[src/rtl/addsub_pipe_if.sv]
// Operand/result stream bundle for addsub_pipe.
// master: operand producer plus result consumer; slave: the pipeline itself.
interface addsub_pipe_if #(
   parameter int unsigned WIDTH = 4
);
   logic             in_valid;
   logic             in_ready;
   logic [WIDTH-1:0] a;
   logic [WIDTH-1:0] b;
   logic             sel_add1_sub0;
   logic             signed_mode;
   logic             out_valid;
   logic             out_ready;
   logic [WIDTH-1:0] sum_diff;
   logic             carry_borrow_out;
   logic             overflow;
   logic             zero;

   modport master (
      output in_valid, a, b, sel_add1_sub0, signed_mode, out_ready,
      input  in_ready, out_valid, sum_diff, carry_borrow_out, overflow, zero
   );

   modport slave (
      input  in_valid, a, b, sel_add1_sub0, signed_mode, out_ready,
      output in_ready, out_valid, sum_diff, carry_borrow_out, overflow, zero
   );
endinterface

[src/rtl/addsub_pipe.sv]
// Two-stage pipelined adder/subtractor with valid/ready handshake and
// carry/borrow, overflow and zero flags.
// Optional clamp-on-overflow build: define ADDSUB_SATURATE_EN.
module addsub_pipe #(
   parameter int unsigned WIDTH = 4
) (
   input logic          clk,
   input logic          rst,
   addsub_pipe_if.slave bus
);

   logic             ready_en_q;
   logic             s1_valid_q;
   logic [WIDTH-1:0] s1_a_q;
   logic [WIDTH-1:0] s1_b_q;
   logic             s1_add_q;
   logic             s1_sgn_q;
   logic             s2_valid_q;
   logic [WIDTH-1:0] s2_sum_q;
   logic             s2_cb_q;
   logic             s2_ov_q;
   logic             s2_zero_q;

   logic             s1_load;
   logic             s2_load;
   logic [WIDTH-1:0] b_eff;
   logic [WIDTH:0]   raw;
   logic             cb;
   logic             ov;
   logic [WIDTH-1:0] res;

   // S2 takes S1 whenever it is empty or its result leaves this cycle.
   assign s2_load      = s1_valid_q && (!s2_valid_q || bus.out_ready);
   assign bus.in_ready = ready_en_q && (!s1_valid_q || s2_load);
   assign s1_load      = bus.in_valid && bus.in_ready;

   assign bus.out_valid        = s2_valid_q;
   assign bus.sum_diff         = s2_sum_q;
   assign bus.carry_borrow_out = s2_cb_q;
   assign bus.overflow         = s2_ov_q;
   assign bus.zero             = s2_zero_q;

   // Hold off in_ready until the first clock edge after reset release.
   always_ff @(posedge clk or posedge rst) begin
      if (rst) begin
         ready_en_q <= 1'b0;
      end else begin
         ready_en_q <= 1'b1;
      end
   end

   // Stage 1: capture the operand bundle on input transfer.
   always_ff @(posedge clk or posedge rst) begin
      if (rst) begin
         s1_valid_q <= 1'b0;
         s1_a_q     <= '0;
         s1_b_q     <= '0;
         s1_add_q   <= 1'b0;
         s1_sgn_q   <= 1'b0;
      end else begin
         if (s1_load) begin
            s1_a_q   <= bus.a;
            s1_b_q   <= bus.b;
            s1_add_q <= bus.sel_add1_sub0;
            s1_sgn_q <= bus.signed_mode;
         end
         if (s1_load) begin
            s1_valid_q <= 1'b1;
         end else if (s2_load) begin
            s1_valid_q <= 1'b0;
         end
      end
   end

   // Arithmetic on WIDTH+1 bits; subtraction as A + ~B + 1.
   always_comb begin
      b_eff = s1_add_q ? s1_b_q : ~s1_b_q;
      raw   = {1'b0, s1_a_q} + {1'b0, b_eff} + {{WIDTH{1'b0}}, ~s1_add_q};
      cb    = s1_add_q ? raw[WIDTH] : ~raw[WIDTH];
      if (s1_sgn_q) begin
         ov = (s1_a_q[WIDTH-1] == b_eff[WIDTH-1]) && (raw[WIDTH-1] != s1_a_q[WIDTH-1]);
      end else begin
         ov = cb;
      end
      res = raw[WIDTH-1:0];
`ifdef ADDSUB_SATURATE_EN
      // Signed overflow direction follows the sign shared by A and effective B.
      if (ov) begin
         if (!s1_sgn_q) begin
            res = s1_add_q ? '1 : '0;
         end else if (!s1_a_q[WIDTH-1]) begin
            res = {1'b0, {(WIDTH-1){1'b1}}};
         end else begin
            res = {1'b1, {(WIDTH-1){1'b0}}};
         end
      end
`endif
   end

   // Stage 2: register result and flags; hold them while stalled.
   always_ff @(posedge clk or posedge rst) begin
      if (rst) begin
         s2_valid_q <= 1'b0;
         s2_sum_q   <= '0;
         s2_cb_q    <= 1'b0;
         s2_ov_q    <= 1'b0;
         s2_zero_q  <= 1'b0;
      end else if (s2_load) begin
         s2_valid_q <= 1'b1;
         s2_sum_q   <= res;
         s2_cb_q    <= cb;
         s2_ov_q    <= ov;
         s2_zero_q  <= (res == '0);
      end else if (bus.out_ready) begin
         s2_valid_q <= 1'b0;
      end
   end

endmodule
[src/flat_wrapper.sv]
// flat-port wrapper written by rule: the top's interface ports become plain ports
module addsub_pipe_flat 
#(
   parameter int unsigned WIDTH = 4
)
  (clk, rst, bus_in_valid, bus_a, bus_b, bus_sel_add1_sub0, bus_signed_mode, bus_out_ready, bus_in_ready, bus_out_valid, bus_sum_diff, bus_carry_borrow_out, bus_overflow, bus_zero);
  addsub_pipe_if #(.WIDTH(WIDTH)) bus_i ();
  input logic clk;
  input logic rst;
  input wire logic [$bits(bus_i.in_valid)-1:0] bus_in_valid;
  input wire logic [$bits(bus_i.a)-1:0] bus_a;
  input wire logic [$bits(bus_i.b)-1:0] bus_b;
  input wire logic [$bits(bus_i.sel_add1_sub0)-1:0] bus_sel_add1_sub0;
  input wire logic [$bits(bus_i.signed_mode)-1:0] bus_signed_mode;
  input wire logic [$bits(bus_i.out_ready)-1:0] bus_out_ready;
  output wire logic [$bits(bus_i.in_ready)-1:0] bus_in_ready;
  output wire logic [$bits(bus_i.out_valid)-1:0] bus_out_valid;
  output wire logic [$bits(bus_i.sum_diff)-1:0] bus_sum_diff;
  output wire logic [$bits(bus_i.carry_borrow_out)-1:0] bus_carry_borrow_out;
  output wire logic [$bits(bus_i.overflow)-1:0] bus_overflow;
  output wire logic [$bits(bus_i.zero)-1:0] bus_zero;
  assign bus_i.in_valid = bus_in_valid;
  assign bus_i.a = bus_a;
  assign bus_i.b = bus_b;
  assign bus_i.sel_add1_sub0 = bus_sel_add1_sub0;
  assign bus_i.signed_mode = bus_signed_mode;
  assign bus_i.out_ready = bus_out_ready;
  assign bus_in_ready = bus_i.in_ready;
  assign bus_out_valid = bus_i.out_valid;
  assign bus_sum_diff = bus_i.sum_diff;
  assign bus_carry_borrow_out = bus_i.carry_borrow_out;
  assign bus_overflow = bus_i.overflow;
  assign bus_zero = bus_i.zero;
  addsub_pipe #(.WIDTH(WIDTH)) u_core (.clk(clk), .rst(rst), .bus(bus_i));
endmodule
[config.mk]
export PLATFORM = sky130hd
export DESIGN_NAME = addsub_pipe_flat
export DESIGN_NICKNAME = d
export VERILOG_FILES = /design/src/rtl/addsub_pipe_if.sv /design/src/rtl/addsub_pipe.sv /design/src/flat_wrapper.sv
export SDC_FILE = /design/constraint.sdc
export NUM_CORES = 1
export LEC_CHECK = 0
export ABC_CLOCK_PERIOD_IN_PS = 3150
export BUFFER_PORTS_ARGS = -buffer_cell sky130_fd_sc_hd__buf_2
export CAP_MARGIN = 20
export CORE_UTILIZATION = 40
export DETAILED_ROUTE_END_ITERATION = 7
export PLACE_DENSITY = 0.58
export REMOVE_ABC_BUFFERS = 1
export SKIP_CTS_REPAIR_TIMING = 1
export SYNTH_ARGS = -nofsm -noshare
export SYNTH_HDL_FRONTEND = slang
export SYNTH_SLANG_ARGS = --single-unit
[constraint.sdc]
create_clock -name clk -period 3.15 [get_ports clk]
set_clock_uncertainty 0.1 [all_clocks]
set_input_delay 0.4725 -clock clk [delete_from_list [all_inputs] [get_ports clk]]
set_output_delay 0.4725 -clock clk [all_outputs]
set_load 0.02 [all_outputs]
==> results of run 1 <==
-- layer usage --
metal	vias to the layer above	track usage, %
met5	-	0
met4	0	9.46
met3	4	2.63
met2	17	18.8
met1	298	17.4
li1	321	-
-- metrics by stage --
stage	total power (uW)	area, um^2	cells
floorplan	634	966	81
global placement	718	1110	131
detailed placement	732	1110	131
CTS	852	1130	134
global route	906	1130	134
finish	835	1130	134
-- final timing paths --
path | slack (ns) | end | cells after the start
max in group asynchronous | 2.31 | u_core.s1_b_q[0] | 2
hold / removal | 0.18 | u_core.bus.out_valid | 2
setup reg to reg | 0.88 | u_core.bus.overflow | 8
min in group clk | 0.30 | u_core.s1_a_q[3] | 2
hold reg to reg | 0.38 | u_core.bus.sum_diff[0] | 2
setup / recovery | 0.88 | u_core.bus.overflow | 8
-- registers in the layout (all words and copies together), names as in the netlist --
register	flops
u_core.bus.carry_borrow_out	1
u_core.bus.out_valid	1
u_core.bus.overflow	1
u_core.bus.sum_diff	4
u_core.bus.zero	1
u_core.ready_en_q	1
u_core.s1_a_q	4
u_core.s1_add_q	1
u_core.s1_b_q	4
u_core.s1_sgn_q	1
u_core.s1_valid_q	1
-- cells by family after synthesis --
group           share of synthesized area, %
fa+ha+maj                               5.86
mux                                     11.5
buf+inv                                 2.80
simple gates                            14.3
other cells                            0.382
compound gates                          7.13
flops                                   51.0
xor+xnor                                7.13
-- cell type report --
| class | instances | area (um^2) |
|---|---|---|
| multi-input cells | 58 | 454 |
| repair buffers | 22 | 110 |
| flip-flops and latches | 20 | 500 |
| clock buffers | 3 | 22.5 |
| well taps | 28 | 35.0 |
| inverters | 3 | 11.3 |
| fillers | 231 | 1120 |
-- cells in the mapped netlist --
cell type  count  area (um^2)
nand2b_1       3         18.8
a21oi_1        2         10.0
dfrtp_1       20          500
and2b_4        1         10.0
buf_2          1         5.00
or2_2          1         6.26
fa_1           1         20.0
mux2_2        10          113
o22a_1         1         8.76
nor3b_2        1         12.5
conb_1         1         3.75
nor2_1         2         7.51
buf_6          1         11.3
inv_1          3         11.3
o31ai_4        1         21.3
o21ai_0        6         30.0
ha_1           3         37.5
nand4_1        1         6.26
nor2b_4        1         13.8
xor2_1         3         26.3
xnor2_1        5         43.8
nand3b_1       1         7.51
nand2_1       12         45.0
and2_1         2         12.5
-- critical path: stages (launching register included) --
cell	delay (ns)
dfrtp_1	0.49
nor2b_4	0.18
or2_2	0.28
fa_1	0.39
nand2b_1	0.16
a21oi_1	0.15
xor2_1	0.18
o21ai_0	0.09
o22a_1	0.16
-- power breakdown --
| group | internal (uW) | total (uW) | switching, uW |
|---|---|---|---|
| Combinational | 156 | 354 | 198 |
| Sequential | 322 | 364 | 42.0 |
| Clock | 44.5 | 117 | 72.5 |
| Total | 522 | 835 | 313 |
==> metrics.md, run 1 <==
| Metric | Value |
|---|---|
| Wirelength per Cell | 11.0 um |
| Final Hold Fails | 0 |
| Crit-path max FO | 6 |
| CP Data Required Time | 3.25 ns |
| FF-to-FF Start | u_core.s1_add_q |
| Final core area utilization | 50.3% |
| Number of top-level pins | 23 |
| Syn avg cell area | 11.8 um^2 |
| CTS buffer count | 3 |
| Final worst slack | 0.878 ns |
| Sequential area share after synthesis | 51.0% |
| Layout Nets | 126 |
| Antenna cells | 0 |
| Final worst path period share | 72.1% |
| Die Ht | 51.6 um |
| Metal-1 WL | 703 um |
| Place WS | 0.873 ns |
| Initial DRT Pass Iterations | 1 |
| Overall routing resource usage | 13.1% |
| GPL Wtd Cong | 0.682 |
| Via Count | 640 |
| WL met3 | 61 um |
| Max Used Layer | met4 |
| Arrival @ worst endpoint | 2.37 ns |
| TritonCTS clock tree | built |
| FF+latch count, synth | 20 |
| CTS H-Tree Depth | 1 |
| Synth Instances | 83 |
| Crit. End Element | register |
| Highest-count cells in the layout ignoring fill and taps | 22 x buf_2, 20 x dfrtp_1, 12 x nand2_1 |
| DP Wirelength | 1160 um |
| Core Region | 2250 um^2 |
| Via density | 4.78 |
| Initial antenna violation count | 0 |
| Distinct cells, synth | 24 |
| CTS Buffer Depth | 2 |
| Max cap viols | 0 |
| Cell Area, Synth | 982 um^2 |
| Final wirelength | 1470 um |
| Floorplan die width | 51.6 um |
| Rows | 17 |
| Latest clock arrival within the worst-skew pair | 0.29 ns |
| Largest net degree at the start of global routing | 21 |
| TNS Setup | 0 ns |
| Antenna Nets Post-Route | 0 |
| Rel. slew slack | 51.0% |
| Power Density | 737 nW/um^2 |
| Starting Density | 43.6% |
| Crit path launch | u_core.s1_add_q |
| Hold WS | 0.182 ns |
| Root Driver | clkbuf_4 |
| DRC | 0 |
| DR iter-0 viols | 0 |
| Most common cell after layout, fill and taps aside | buf_2 |
| Crit path kind | reg -> reg |
| Outcome | finished clean |
| Worst-margin pin slew | 0.735 ns |
| Number of global-route vias before repair | 579 |
| Clk sink count | 20 |
| Pins Over Slew Limit | 0 |
| Achievable frequency | 440 MHz |
| Yosys warnings | 0 |
| Setup crit start kind | register |
| GRT Residual Overflow | 0 |
| Final setup vio count | 0 |
| RSZ-0062 raised after global routing | no |
| Port bufs | 22 |
| WL met2 | 673 um |
| Worst VDD drop | 0.000353 V |
| Layout cells sized above 1 | 37.7% |
| Leakage power | 0.000547 uW |
| Layout area overhead | 15.4% |
| First-pass GRT wire length | 2460 um |
| CTS clk-pin slew, worst paths | 0.10 ns |
| Worst Hold Class | in -> async |
| Die area | 2660 um^2 |
| Final min period | 2.27 ns |
No activity file was read; power rests on OpenSTA's default activity.
==> run 2, diff against run 1 <==
ABC_CLOCK_PERIOD_IN_PS = 1950   (was 3150)
PLACE_DENSITY = 0.61   (was 0.58)
clock period = 1.95 ns   (was 3.15 ns; I/O delays follow)
==> metrics.md, run 2 (synthesized netlist as in run 1, its figures left out) <==
| Metric | Value |
|---|---|
| Outcome | finished with violations |
| Failing checks | negative setup slack |
| Placement Cell Area | 1180 um^2 |
| Core Region | 2250 um^2 |
| Internal | 957 uW |
| Crit-path max FO | 3 |
| Final min period | 2.15 ns |
| Starting Density | 43.6% |
| Highest-count cells in the layout ignoring fill and taps | 22 x buf_2, 20 x dfrtp_1, 11 x nand2_1 |
| Layout Nets | 137 |
| First-pass GRT wire length | 2730 um |
| Worst Hold Class | in -> async |
| TritonCTS clock tree | built |
| CTS clk-pin slew, worst paths | 0.11 ns |
| Leakage power | 0.000608 uW |
| Worst-margin pin slew | 0.785 ns |
| Delay of the slowest cell on the worst path | 0.39 ns |
| Arrival @ worst endpoint | 2.25 ns |
| Latest clock arrival within the worst-skew pair | 0.30 ns |
| Power Density | 1220 nW/um^2 |
| Worst VDD drop | 0.000568 V |
| Initial antenna violation count | 0 |
| Final setup vio count | 2 |
| Overall routing resource usage | 14.1% |
| Via Count | 691 |
| Final worst slack | -0.199 ns |
| Antenna Nets Post-Route | 0 |
| GRT Residual Overflow | 0 |
| CTS Buffer Depth | 2 |
| Layout cells sized above 1 | 48.7% |
| Die area | 2660 um^2 |
| Buf/Inv on CP | 0 |
| Max cap viols | 0 |
| Achievable frequency | 465 MHz |
| Slowest CP cell | dfrtp_1 |
| Number of top-level pins | 23 |
| Wirelength per Cell | 12.0 um |
| Design area | 1250 um^2 |
| Rows | 17 |
| Via density | 4.77 |
| Crit. End Element | register |
| Final Hold Fails | 0 |
| Rel. slew slack | 47.6% |
| RSZ-0062 raised after global routing | yes |
| Logic pwr share | 49.3% |
| Final wirelength | 1740 um |
| TNS Setup | -0.265 ns |
| GPL Wtd Cong | 0.688 |
| Antenna cells | 0 |
| Hold WS | 0.0165 ns |
| Crit path kind | reg -> reg |
| Clk sink count | 20 |
| Crit-path cells | and2b_4 -> or2_4 -> fa_2 -> nand2b_4 -> a21oi_2 -> xor2_1 -> o21ai_1 -> o22a_1 |
| Number of global-route vias before repair | 620 |
| Pins Over Slew Limit | 0 |
| DP Wirelength | 1260 um |
| NetSw | 573 uW |
| Initial DRT Pass Iterations | 2 |
| CP Data Required Time | 2.05 ns |
| DR iter-0 viols | 3 |
| CTS H-Tree Depth | 1 |
| Final worst path period share | 110% |
| Layout area overhead | 27.3% |
| Final Power | 1530 uW |
| Most common cell after layout, fill and taps aside | buf_2 |
| DRC | 0 |
| Floorplan die width | 51.6 um |
| Top delay family on crit path | simple AND/OR/NAND/NOR gates |
| Port bufs | 22 |
| CTS buffer count | 3 |
| Die Ht | 51.6 um |
| Largest net degree at the start of global routing | 21 |
| Clock share of power | 12.9% |
| Switching part of the total | 37.4% |
| Root Driver | clkbuf_4 |
| Setup crit start kind | register |
| Seq pwr share | 37.8% |
[run 2: cell types whose count changed in the layout (fill, tap and decap cells not counted), sizes merged]
cell / delta
buf: +11
[run 2: power by group through the flow]
stage / combinational, uW / clock [uW] / sequential (uW)
floorplan: 349 / 0 / 675
global placement: 643 / 0 / 583
detailed placement: 661 / 0 / 589
CTS: 663 / 203 / 580
global route: 827 / 220 / 592
finish: 754 / 198 / 578
[run 2: per-stage QoR]
stage	setup slack [ns]	instances	utilization, %
global placement	-0.188	140	52.3
detailed placement	-0.244	140	52.3
global route	-0.311	145	55.4
CTS	-0.266	143	53.3
finish	-0.199	145	55.4
floorplan	-0.230	81	-
[run 2: path summary, 6_finish.rpt]
| path | to | slack [ns] | start | cells past startpoint |
|---|---|---|---|---|
| setup / recovery | u_core.bus.overflow | -0.20 | u_core.s1_a_q[0] | 8 |
| hold / removal | u_core.bus.sum_diff[3] | 0.02 | rst | 2 |
| setup reg to reg | u_core.bus.overflow | -0.20 | u_core.s1_a_q[0] | 8 |
| hold reg to reg | u_core.bus.sum_diff[0] | 0.38 | u_core.bus.sum_diff[0] | 2 |
| max in group asynchronous | u_core.bus.carry_borrow_out | 1.24 | rst | 2 |
| min in group clk | u_core.s1_b_q[1] | 0.11 | bus_b[1] | 2 |
[run 2: final cells by class]
class	count	area, um^2
Clock buffer	3	22.5
Sequential cell	20	500
Inverter	3	11.3
Multi-Input combinational cell	58	484
Timing Repair Buffer	33	196
Tap cell	28	35.0
Fill cell	219	1000
[run 2: metal layers]
layer  track usage, %  up-vias  wire length, um
met5                0        -                0
met4             6.76        0               19
met3             2.63        2               79
met2             22.9       18              855
met1             18.1      330              782
li1                 -      341                -
